<file path="src/rtl/multi_cycle_controller_pkg.sv">
// Shared encodings for the multi-cycle RV32I controller.
// Opcodes, datapath select codes, ALU op classes and FSM states.
package multi_cycle_controller_pkg;

    localparam logic [6:0] OP_R      = 7'b0110011;
    localparam logic [6:0] OP_I      = 7'b0010011;
    localparam logic [6:0] OP_LOAD   = 7'b0000011;
    localparam logic [6:0] OP_STORE  = 7'b0100011;
    localparam logic [6:0] OP_BRANCH = 7'b1100011;
    localparam logic [6:0] OP_JAL    = 7'b1101111;
    localparam logic [6:0] OP_JALR   = 7'b1100111;
    localparam logic [6:0] OP_LUI    = 7'b0110111;

    localparam logic [2:0] ALU_ADD  = 3'b000;
    localparam logic [2:0] ALU_SUB  = 3'b001;
    localparam logic [2:0] ALU_AND  = 3'b010;
    localparam logic [2:0] ALU_OR   = 3'b011;
    localparam logic [2:0] ALU_XOR  = 3'b100;
    localparam logic [2:0] ALU_SLT  = 3'b101;
    localparam logic [2:0] ALU_SLTU = 3'b110;

    localparam logic [2:0] IMM_I = 3'b000;
    localparam logic [2:0] IMM_S = 3'b001;
    localparam logic [2:0] IMM_B = 3'b010;
    localparam logic [2:0] IMM_J = 3'b011;
    localparam logic [2:0] IMM_U = 3'b100;

    localparam logic [1:0] RES_ALUOUT    = 2'b00;
    localparam logic [1:0] RES_DATA      = 2'b01;
    localparam logic [1:0] RES_ALURESULT = 2'b10;
    localparam logic [1:0] RES_IMMEXT    = 2'b11;

    localparam logic [1:0] SRCA_PC    = 2'b00;
    localparam logic [1:0] SRCA_OLDPC = 2'b01;
    localparam logic [1:0] SRCA_A     = 2'b10;

    localparam logic [1:0] SRCB_B    = 2'b00;
    localparam logic [1:0] SRCB_IMM  = 2'b01;
    localparam logic [1:0] SRCB_FOUR = 2'b10;

    typedef enum logic [1:0] {
        ALUOP_ADD,
        ALUOP_BRANCH,
        ALUOP_R,
        ALUOP_I
    } aluop_e;

    typedef enum logic [3:0] {
        S_FETCH,
        S_DECODE,
        S_MEMADR,
        S_MEMREAD,
        S_MEMWB,
        S_MEMWRITE,
        S_EXEC_R,
        S_EXEC_I,
        S_ALUWB,
        S_JAL,
        S_JALR1,
        S_JALR2,
        S_BRANCH,
        S_LUI
    } state_e;

endpackage

</file>
<file path="src/rtl/multi_cycle_controller_alu_decoder.sv">
// ALU control decode from op class, func3 and func7[5].
// Unrecognised combinations fall back to ADD.
module alu_decoder
    import multi_cycle_controller_pkg::*;
(
    input  aluop_e     i_alu_op,
    input  logic [2:0] i_func3,
    input  logic       i_func7_5,
    output logic [2:0] o_alu_control
);

    // Pick the ALU operation for the current op class
    always_comb begin
        o_alu_control = ALU_ADD;
        unique case (i_alu_op)
            ALUOP_ADD: o_alu_control = ALU_ADD;
            ALUOP_BRANCH: begin
                case (i_func3)
                    3'b000, 3'b001: o_alu_control = ALU_SUB;
                    3'b100, 3'b101: o_alu_control = ALU_SLT;
                    default:        o_alu_control = ALU_ADD;
                endcase
            end
            ALUOP_R: begin
                case (i_func3)
                    3'b000:  o_alu_control = i_func7_5 ? ALU_SUB : ALU_ADD;
                    3'b010:  o_alu_control = ALU_SLT;
                    3'b011:  o_alu_control = ALU_SLTU;
                    3'b100:  o_alu_control = ALU_XOR;
                    3'b110:  o_alu_control = ALU_OR;
                    3'b111:  o_alu_control = ALU_AND;
                    default: o_alu_control = ALU_ADD;
                endcase
            end
            ALUOP_I: begin
                // Immediate forms never subtract; func7 is ignored here
                case (i_func3)
                    3'b010:  o_alu_control = ALU_SLT;
                    3'b011:  o_alu_control = ALU_SLTU;
                    3'b100:  o_alu_control = ALU_XOR;
                    3'b110:  o_alu_control = ALU_OR;
                    default: o_alu_control = ALU_ADD;
                endcase
            end
        endcase
    end

endmodule

</file>
<file path="src/rtl/multi_cycle_controller.sv">
// Control FSM for the multi-cycle RV32I core.
// Moore outputs from state/IR fields; branch PCWrite also uses zero/LSB.
module multi_cycle_controller
    import multi_cycle_controller_pkg::*;
(
    input  logic       clk,
    input  logic       rst,
    input  logic [6:0] op,
    input  logic [2:0] func3,
    input  logic [6:0] func7,
    input  logic       zero,
    input  logic       LSB,
    output logic       PCWrite,
    output logic       adrSrc,
    output logic       memWrite,
    output logic       IRWrite,
    output logic       regWrite,
    output logic [2:0] ALUControl,
    output logic [2:0] immSrc,
    output logic [1:0] resultSrc,
    output logic [1:0] ALUSrcA,
    output logic [1:0] ALUSrcB,
    output logic       illegal_op
);

    state_e     r_state;
    state_e     w_next_state;
    aluop_e     w_alu_op;
    logic [2:0] w_alu_control;
    logic       w_unused;

    assign w_unused = &{1'b0, func7[6], func7[4:0]};

    // Op class handed to the ALU decoder depends only on the state
    always_comb begin
        w_alu_op = ALUOP_ADD;
        case (r_state)
            S_EXEC_R: w_alu_op = ALUOP_R;
            S_EXEC_I: w_alu_op = ALUOP_I;
            S_BRANCH: w_alu_op = ALUOP_BRANCH;
            default:  w_alu_op = ALUOP_ADD;
        endcase
    end

    alu_decoder u_alu_decoder (
        .i_alu_op      (w_alu_op),
        .i_func3       (func3),
        .i_func7_5     (func7[5]),
        .o_alu_control (w_alu_control)
    );

    // State register; reset aborts any instruction in flight
    always_ff @(posedge clk) begin
        if (rst) r_state <= S_FETCH;
        else     r_state <= w_next_state;
    end

    // Next-state and datapath controls
    always_comb begin
        w_next_state = S_FETCH;
        PCWrite      = 1'b0;
        adrSrc       = 1'b0;
        memWrite     = 1'b0;
        IRWrite      = 1'b0;
        regWrite     = 1'b0;
        ALUControl   = w_alu_control;
        immSrc       = IMM_I;
        resultSrc    = RES_ALUOUT;
        ALUSrcA      = SRCA_PC;
        ALUSrcB      = SRCB_B;
        illegal_op   = 1'b0;
        unique case (r_state)
            S_FETCH: begin
                IRWrite      = 1'b1;
                PCWrite      = 1'b1;
                ALUSrcB      = SRCB_FOUR;
                resultSrc    = RES_ALURESULT;
                w_next_state = S_DECODE;
            end
            S_DECODE: begin
                // Precompute oldPC+imm so branches/jal find the target in ALUOut
                ALUSrcA = SRCA_OLDPC;
                ALUSrcB = SRCB_IMM;
                immSrc  = (op == OP_JAL) ? IMM_J : IMM_B;
                case (op)
                    OP_LOAD,
                    OP_STORE:  w_next_state = S_MEMADR;
                    OP_R:      w_next_state = S_EXEC_R;
                    OP_I:      w_next_state = S_EXEC_I;
                    OP_JAL:    w_next_state = S_JAL;
                    OP_JALR:   w_next_state = S_JALR1;
                    OP_BRANCH: w_next_state = S_BRANCH;
                    OP_LUI:    w_next_state = S_LUI;
                    default: begin
                        illegal_op   = 1'b1;
                        w_next_state = S_FETCH;
                    end
                endcase
            end
            S_MEMADR: begin
                ALUSrcA      = SRCA_A;
                ALUSrcB      = SRCB_IMM;
                immSrc       = (op == OP_STORE) ? IMM_S : IMM_I;
                w_next_state = (op == OP_STORE) ? S_MEMWRITE : S_MEMREAD;
            end
            S_MEMREAD: begin
                adrSrc       = 1'b1;
                w_next_state = S_MEMWB;
            end
            S_MEMWB: begin
                resultSrc    = RES_DATA;
                regWrite     = 1'b1;
                w_next_state = S_FETCH;
            end
            S_MEMWRITE: begin
                adrSrc       = 1'b1;
                memWrite     = 1'b1;
                w_next_state = S_FETCH;
            end
            S_EXEC_R: begin
                ALUSrcA      = SRCA_A;
                w_next_state = S_ALUWB;
            end
            S_EXEC_I: begin
                ALUSrcA      = SRCA_A;
                ALUSrcB      = SRCB_IMM;
                w_next_state = S_ALUWB;
            end
            S_ALUWB: begin
                regWrite     = 1'b1;
                w_next_state = S_FETCH;
            end
            S_JAL, S_JALR2: begin
                // Jump to ALUOut while the ALU forms the link address
                PCWrite      = 1'b1;
                ALUSrcA      = SRCA_OLDPC;
                ALUSrcB      = SRCB_FOUR;
                w_next_state = S_ALUWB;
            end
            S_JALR1: begin
                ALUSrcA      = SRCA_A;
                ALUSrcB      = SRCB_IMM;
                w_next_state = S_JALR2;
            end
            S_BRANCH: begin
                ALUSrcA = SRCA_A;
                case (func3)
                    3'b000:  PCWrite = zero;
                    3'b001:  PCWrite = ~zero;
                    3'b100:  PCWrite = LSB;
                    3'b101:  PCWrite = ~LSB;
                    default: PCWrite = 1'b0;
                endcase
                w_next_state = S_FETCH;
            end
            S_LUI: begin
                immSrc       = IMM_U;
                resultSrc    = RES_IMMEXT;
                regWrite     = 1'b1;
                w_next_state = S_FETCH;
            end
            default: w_next_state = S_FETCH;
        endcase
        if (rst) begin
            PCWrite    = 1'b0;
            adrSrc     = 1'b0;
            memWrite   = 1'b0;
            IRWrite    = 1'b0;
            regWrite   = 1'b0;
            ALUControl = 3'b000;
            immSrc     = 3'b000;
            resultSrc  = 2'b00;
            ALUSrcA    = 2'b00;
            ALUSrcB    = 2'b00;
            illegal_op = 1'b0;
        end
    end

endmodule

</file>
<file path="config.mk">
export PLATFORM = sky130hd
export DESIGN_NAME = multi_cycle_controller
export DESIGN_NICKNAME = d
export VERILOG_FILES = /design/src/rtl/multi_cycle_controller_pkg.sv /design/src/rtl/multi_cycle_controller_alu_decoder.sv /design/src/rtl/multi_cycle_controller.sv
export SDC_FILE = /design/constraint.sdc
export NUM_CORES = 1
export LEC_CHECK = 0
export ABC_CLOCK_PERIOD_IN_PS = 1600
export BUFFER_PORTS_ARGS = -buffer_cell sky130_fd_sc_hd__buf_4
export CAP_MARGIN = 10
export CORE_UTILIZATION = 41
export CTS_CLUSTER_DIAMETER = 30
export DETAILED_ROUTE_END_ITERATION = 12
export PLACE_DENSITY = 0.76
export SLEW_MARGIN = 20
export SYNTH_ARGS = -nofsm -noshare
export SYNTH_HDL_FRONTEND = slang
export SYNTH_HIERARCHICAL = 1
export SYNTH_SLANG_ARGS = --single-unit
</file>
<file path="constraint.sdc">
create_clock -name clk -period 1.6 [get_ports clk]
set_input_delay 0.16 -clock clk [delete_from_list [all_inputs] [get_ports clk]]
set_output_delay 0.16 -clock clk [all_outputs]
set_load 0.01 [all_outputs]
</file>
**Word-level counts from Yosys, hierarchy flattened**

Cells that the tools add are included.

- Bits of input ports: 21
- Logic and storage cells: 82
- Register bits after elaboration: 4

- Bitwise gates (word level): 2
- Eq/ne operators: 31
- Reductions and logical operators: 14
- Multiplexer cells: 34

Operators by type and width:

| operator | number |
|---|---|
| $pmux 4 s7 | 1 |
| $eq 4x4->1 const B | 6 |
| $pmux 3 s4 | 2 |
| $pmux 4 s6 | 1 |
| $eq 7x6->1 const B | 3 |
| $eq 7x7->1 const B | 3 |
| $pmux 3 s6 | 1 |
| $eq 4x3->1 const B | 4 |
| $mux 1 | 15 |
| $eq 3x3->1 const B | 4 |
| $pmux 2 s3 | 2 |
| $mux 3 | 3 |
| $pmux 3 s3 | 1 |
| $reduce_or 3->1 | 3 |
| $eq 4x2->1 const B | 2 |
| $pmux 2 s2 | 2 |
| $reduce_or 2->1 | 4 |
| $reduce_or 4->1 | 2 |
| $reduce_or 8->1 | 1 |
| $eq 7x2->1 const B | 1 |
| $eq 7x5->1 const B | 1 |
| $eq 3x2->1 const B | 2 |
| $mux 2 | 3 |
| $pmux 3 s2 | 1 |
| 11 further kinds | 13 |

**Logic depth before layout (Yosys ltp)**

Gate-level depths: netlist of the first run.

- Depth after elaboration: 5
- Depth in mapped cells: 8
- Gate-level depth less buffers: 7

**By module**

Netlist of the first run, hierarchy kept.

By module, submodules not included:

| module | seq. area each (sq um) | area each (sq um) | cells each | instances |
|---|---|---|---|---|
| multi_cycle_controller | 80.1 | 698.2 | 97 | 1 |
| alu_decoder | 0.0 | 76.3 | 11 | 1 |

**Worst setup path after synthesis of the first run**

No wires, ideal clock.

- Kind: reg-to-output
- Start point: register r_state[1]
- End point: output port ALUControl[2]
- Required time: 1440 ps
- Path buffers: 2
- Setup slack: -83 ps
- Cell stages (with the launch flop): 9
- Arrival time: 1523 ps
- Cells stage by stage: dfxtp_1 buf_2 buf_2 nor3b_1 o21a_1 and2b_1 o21ai_2 o21ai_1 nor2b_1

- Longest elaborated chain between the ends: 5
- Elaborated cells on any way between the ends: 10
- Those cells by class: eq/ne (6); mux (3); reduce/logical (1)

RTL lines:

| element | RTL line | RTL |
|---|---|---|
| start, declared | multi_cycle_controller.sv:26 | `state_e r_state;` |
| start signal, assigned | multi_cycle_controller.sv:55 | `else r_state <= w_next_state;` |
| $eq 4x4->1 / $eq 4x3->1 (equally long branches) | multi_cycle_controller.sv:37 | `case (r_state)` |
| $pmux 2 s3 (*) | multi_cycle_controller.sv:37 |  |
| net w_alu_op[0] | multi_cycle_controller.sv:28 | `aluop_e w_alu_op;` |
| $eq 2x2->1 (tied with other cells) | multi_cycle_controller_alu_decoder.sv:15 | `unique case (i_alu_op)` |
| $pmux 3 s4 (*) | multi_cycle_controller_alu_decoder.sv:15 |  |
| net w_alu_control[2] | multi_cycle_controller.sv:29 | `logic [2:0] w_alu_control;` |
| $mux 3 (*) | multi_cycle_controller.sv:164 | `if (rst) begin` |
| end, declared | multi_cycle_controller.sv:18 | `output logic [2:0] ALUControl,` |

Mark *: on every way through the listed nets, which the timed path passes. The rest lies on a longest branch.

**Worst setup path in the final report of the first run**

- Start point: register r_state[3]
- End point: output port PCWrite

- Longest elaborated chain between the ends: 4
- Elaborated cells on any way between the ends: 7
- Those cells by class: eq/ne (3); mux (2); reduce/logical (2)

RTL lines:

| element | RTL line | RTL |
|---|---|---|
| $eq 4x4->1 / $logic_not 4->1 (equally long branches) | multi_cycle_controller.sv:72 | `unique case (r_state)` |
| $reduce_or 3->1 (no source line) | -- |  |
| $pmux 1 s2 (*) | multi_cycle_controller.sv:72 |  |
| $mux 1 (*) | multi_cycle_controller.sv:164 |  |
| end, declared | multi_cycle_controller.sv:13 | `output logic PCWrite,` |

Every way passes the cells marked *; elsewhere a longest branch is shown, timed or not.

==> impl_metrics.ini, run 1 <==
[yosys]
synth_flop_cell = dfxtp_1
syn_avg_cell_area_sq_um = 7.17
ys_types = 50
syn-cell-area_sq_um = 774
yosysSeqAreaShare = 0.103
synth_edf_count = 0
synthesis.nets = 129
ys.warnings.count = 6
syn_inst = 108
ys_async_sr_fraction = 0
ys_seq_elements = 4

[global_route]
antenna_found_initial = 0
grt_pass1_vias = 884
grt_pass1_wl_microns = 3550
grt_max_degree = 16
grt_overflow = 0
grt.total_usage = 0.230

[timing]
postLayoutSetupSlackWorst_ns = -0.169
finalHoldViolCount = 0
slew_headroom = 0.488
tightest_slew_ns = 0.758
setup_viol = 9
slew_viol_final = 0
rsz0062_at_grt = true
period_needed_ns = 1.77
fmax_ghz = 0.565
fin_crit_sh = 1.11
skew_ns = 0.00585
whs_ns = 0.299

[cells_and_area]
final_cell_mix = 44 x buf_4, 7 x buf_6, 5 x inv_1
regMostFlops = r_state
fin_cells = 177
final_core_util = 0.751
final_common_cell = buf_4
drive_gt1_frac = 0.553
area_growth_pct = 69.3
nFillCells = 147
largest_reg_flops = 4
regArea_sq_um = 92.6
multi_input_area_sq_um = 718
layout.nets = 175
largestRegisters = r_state (4)
diodes = 0

[drt]
drc_errors = 0
via_per_inst = 5.74
final_antenna_net_count = 0
drt-pass1-iter-count = 4
route.vias.total = 1016
drt_iter0_drc = 23
drt_wl_total_microns = 2670
wl_per_cell_microns = 15.1

[worst_setup_path]
r2r_slack_ns = 0.09
crit_chain = buf_4 -> buf_6 -> or3_4 -> a21boi_2 -> a41o_1 -> buf_6
r2r-start = r_state[3]$_SDFF_PP0_
arrival_ns = 1.61
cp-endpoint = PCWrite
startpoint_type = register
end_kind = output pin
crit_family = simple AND/OR/NAND/NOR gates
timing.rr.end = r_state[2]$_SDFF_PP0_
cp-startpoint = r_state[3]$_SDFF_PP0_
cp.depth = 6
critPathBufInv = 3
cp_slowest_cell = or3_4
critPathKind = register to output pin
cp_common_cell = buf_6
slowest_delay_ns = 0.36
crit_fanout = 6
worstRegToRegCells = 4
worstPathRequired_ns = 1.44

[placed_design]
place_inst = 168
routabilityCongestion = 0.841
post-place-ws_ns = -0.0138
dp_hpwl_microns = 1780
numPortBuffers = 32

[floorplanning]
initial_utilization = 0.444
die-area_sq_um = 2070
dieWidth_microns = 45.5
rows = 15
core_area_sq_um = 1750
die_y_microns = 45.5
ios = 39

[status]
status = finished, violations left
violations = negative setup slack

[clocking]
cts_root_buf = clkbuf_4
cts_buffers = 3
cts_tree = done
clk_latency_ns = 0.24
clk_pin_slew_ns = 0.04
clock_path_buffers = 2
htree_num_levels = 1
numClockSinks = 4

[min_path]
hold_class = primary input to register

[power_and_ir_drop]
ir_drop_v = 0.000275
p_leak_nw = 0.557
p_per_area_nw_per_um2 = 337

[run]
drv_cap = 0
what timing repair did:
action / in CTS / in global routing
buffers inserted: 0 / 6
endpoints found under the setup margin: 11 / 16
pin swaps: 2 / 9
hold buffers: 0 / 0
hold endpoints to repair: 0 / 0
resized for setup: 18 / 22
kinds of logic (layout without fill, tap and decap cells):
group	Yosys count	count (layout)	share of synthesized area
buffers and inverters	17	61	0.102
AND/OR/NAND/NOR	55	55	0.483
multiplexers	1	1	0.0129
flip-flops	4	4	0.103
AO/OA/AOI/OAI	27	27	0.254
XOR/XNOR	4	4	0.0452
worst min-delay path: stages:
cell	delay (ns)
buf_4	0.12
nor3b_1	0.05
nand3_1	0.08
a31oi_1	0.09
metrics by stage:
step | setup TNS (ns) | area, sq um | power (mW)
final | -1.02 | 1310 | 0.442
after global routing | -1.38 | 1310 | 0.461
after CTS | -0.824 | 1180 | 0.418
after detailed placement | -0.0138 | 1100 | 0.284
after global placement | 0 | 1100 | 0.280
after floorplan | 0 | 785 | 0.198
area by class of cell:
| type | instances | area share |
|---|---|---|
| multi-input cells | 87 | 0.548 |
| repair buffers | 52 | 0.323 |
| flip-flops and latches | 4 | 0.0706 |
| well taps | 25 | 0.0239 |
| clock buffers | 3 | 0.0172 |
| inverters | 6 | 0.0172 |
where the power goes:
part | internal, mW | leakage (nW) | total [mW] | switching, mW
Combinational | 0.108 | 0.508 | 0.204 | 0.0956
Clock | 0.0842 | 0.0138 | 0.131 | 0.0467
Sequential | 0.100 | 0.0352 | 0.108 | 0.00769
Total | 0.292 | 0.557 | 0.442 | 0.150
routing by layer:
layer	up-vias	wire, microns	GRT usage
met3	4	139	0
met4	0	30	0.0545
met2	41	1450	0.486
met5	-	0	0
met1	475	1040	0.243
li1	496	-	-
cell usage after synthesis (3+ instances only):
master	instances	area (sq um)
and3_1	4	25.0
dfxtp_1	4	80.1
nand2b_1	3	18.8
nor2b_1	5	31.3
a21oi_1	5	25.0
o21ai_0	4	20.0
nor3_1	3	15.0
nand3b_1	3	22.5
xnor2_1	3	26.3
buf_2	6	30.0
inv_1	6	22.5
nor3b_1	7	52.6
nor4b_1	3	26.3
nor2_1	5	18.8
clkbuf_1	3	11.3
how the worst min path moves through the flow:
stage / start / endpoint / slack [ns] / depth (start not counted)
CTS: op[5] / r_state[0]$_SDFF_PP0_ / 0.27 / 4
global placement: op[5] / r_state[0]$_SDFF_PP0_ / 0.54 / 4
finish: op[5] / r_state[0]$_SDFF_PP0_ / 0.30 / 4
floorplan: rst / r_state[1]$_SDFF_PP0_ / 0.32 / 2
detailed placement: op[5] / r_state[0]$_SDFF_PP0_ / 0.53 / 4
global route: op[5] / r_state[0]$_SDFF_PP0_ / 0.32 / 4
Power figures use the tool's default switching activity.
==> inputs of run 2 (changes only) <==
--- a/config.mk
+++ b/config.mk
@@ -12,6 +12,7 @@
 export CTS_CLUSTER_DIAMETER = 30
 export DETAILED_ROUTE_END_ITERATION = 12
 export PLACE_DENSITY = 0.76
+export REMOVE_ABC_BUFFERS = 1
 export SLEW_MARGIN = 20
 export SYNTH_ARGS = -nofsm -noshare
 export SYNTH_HDL_FRONTEND = slang
==> run 2 against run 1 <==
  * The flow still finishes with violations (negative setup slack)
  * Register-to-register slack improved by 0.04 ns
  * Flip-flop and latch count unchanged
  * Sequential power about the same
  * Via count decreased by 1.9%
  * Clock power increased by 5%
  * Global-route usage increased by 3.1 points
  * First-iteration DRC count increased by 22%
  * Setup slack got worse by 0.020 ns
  * Die area unchanged
  * Core utilization decreased by 6.7 points
  * Critical path type unchanged
==> impl_metrics.ini, run 2 (synthesized netlist as in run 1, its figures left out) <==
[timing]
period_needed_ns = 1.79
postLayoutSetupSlackWorst_ns = -0.190
finalHoldViolCount = 0
fin_crit_sh = 1.12
setup_viol = 9
tns_ns = -0.961
skew_ns = 0.000469
rsz0062_at_grt = true
fmax_ghz = 0.559
slew_headroom = 0.567
tightest_slew_ns = 0.641
slew_viol_final = 0

[drt]
drt-pass1-iter-count = 4
final_antenna_net_count = 0
wl_per_cell_microns = 14.2
drt_iter0_drc = 28
top_layer_used = met4
met2WireLength_microns = 1310
drc_errors = 0
met1_length_microns = 998
via_per_inst = 5.80
drt_wl_total_microns = 2450
route.vias.total = 997
dr_wl_met3_microns = 112

[status]
status = finished, violations left
violations = negative setup slack

[cells_and_area]
final_cell_mix = 45 x buf_4, 6 x inv_1, 5 x a21oi_1
regMostFlops = r_state
fin_cells = 172
area_growth_pct = 54.3
largest_reg_flops = 4
nFillCells = 158
diodes = 0
largestRegisters = r_state (4)
layout.nets = 170
drive_gt1_frac = 0.483
final_common_cell = buf_4
stdcell_area_sq_um = 1190

[power_and_ir_drop]
clkPwrFrac = 0.319
p_per_area_nw_per_um2 = 360
comb_power_share = 0.434
switching_power_mw = 0.147
swShare = 0.342
p_seq_frac = 0.247
internal-power_mw = 0.283
p_leak_nw = 0.525
ir_drop_v = 0.000224

[global_route]
grt_max_degree = 16
grt_pass1_wl_microns = 3950
grt.total_usage = 0.261
grt_pass1_vias = 931
grt_overflow = 0
antenna_found_initial = 0

[worst_setup_path]
worstRegToRegCells = 4
crit_fanout = 4
arrival_ns = 1.63
startpoint_type = register
worstPathRequired_ns = 1.44
critPathKind = register to output pin
r2r-start = r_state[3]$_SDFF_PP0_
r2r_slack_ns = 0.13
end_kind = output pin
timing.rr.end = r_state[2]$_SDFF_PP0_

[clocking]
ctsHoldBuffers = 0
cts_root_buf = clkbuf_4
numClockSinks = 4
htree_num_levels = 1
clock_path_buffers = 2
cts_buffers = 3
cts_tree = done
clk_latency_ns = 0.25
clk_pin_slew_ns = 0.04

[min_path]
hold_end = r_state[0]$_SDFF_PP0_
hold_class = primary input to register
holdPathStages = 4
hold_start = op[5]

[floorplanning]
die-area_sq_um = 2070
core_area_sq_um = 1750
dieWidth_microns = 45.5
ios = 39
initial_utilization = 0.444
rows = 15
die_y_microns = 45.5

[placed_design]
place_inst = 167
numPortBuffers = 32
placed_cell_area_sq_um = 1090
routabilityCongestion = 0.872
dp_hpwl_microns = 1810
post-place-ws_ns = 0.0164

[run]
drv_cap = 0
## run 2: cell count changes in the layout (fill, tap and decap cells not counted), sizes merged
cell,before,now
buf,52,47
## run 2: layer usage
| layer | up-vias | GRT usage |
|---|---|---|
| met3 | 3 | 0.0437 |
| met1 | 467 | 0.302 |
| met2 | 39 | 0.463 |
| met5 | - | 0 |
| met4 | 0 | 0.115 |
| li1 | 488 | - |
## run 2: how the worst max path moves through the flow
stage / start / endpoint / cells past startpoint
finish: r_state[3]$_SDFF_PP0_ / ALUControl[2] / 8
global placement: r_state[1]$_SDFF_PP0_ / resultSrc[1] / 6
global route: r_state[3]$_SDFF_PP0_ / ALUControl[2] / 8
floorplan: r_state[1]$_SDFF_PP0_ / ALUControl[2] / 6
detailed placement: r_state[1]$_SDFF_PP0_ / resultSrc[1] / 6
CTS: r_state[3]$_SDFF_PP0_ / ALUControl[0] / 8
## run 2: cell type report
| class | instances | area (sq um) | share of cell area |
|---|---|---|---|
| clock buffer | 3 | 22.5 | 0.0188 |
| multi-input combinational | 87 | 668 | 0.559 |
| inverter | 6 | 22.5 | 0.0188 |
| sequential | 4 | 90.1 | 0.0754 |
| tap | 25 | 31.3 | 0.0262 |
| timing repair buffer | 47 | 360 | 0.302 |
## run 2: worst max-delay path, stage by stage, from the launching register on
cell and delay, ns:
dfxtp_2 0.36, nand2b_4 0.15, nor2_2 0.04, o21a_1 0.23, and2b_1 0.18, o21ai_2 0.10
o21ai_1 0.06, nor2b_1 0.12, buf_4 0.14
## run 2: power by group through the flow
stage	clock network (mW)	registers (mW)	logic, mW
2_1_floorplan	0	0.115	0.0683
6_report	0.137	0.106	0.187
3_5_place_dp	0	0.108	0.176
5_1_grt	0.146	0.107	0.203
3_3_place_gp	0	0.108	0.170
4_1_cts	0.139	0.106	0.183
## run 2: stage by stage
step,hold WS (ns),util,power [mW]
after global placement,0.529,0.623,0.278
after floorplan,0.321,-,0.183
after global routing,0.313,0.685,0.456
after CTS,0.270,0.672,0.429
after detailed placement,0.537,0.623,0.284
final,0.275,0.685,0.430
## run 2: timing repair
item                       4_1_cts  5_1_grt
setup endpoints to repair       10       13
resized for setup               14        7
pin swaps                        3        2
buffers inserted                 2        0
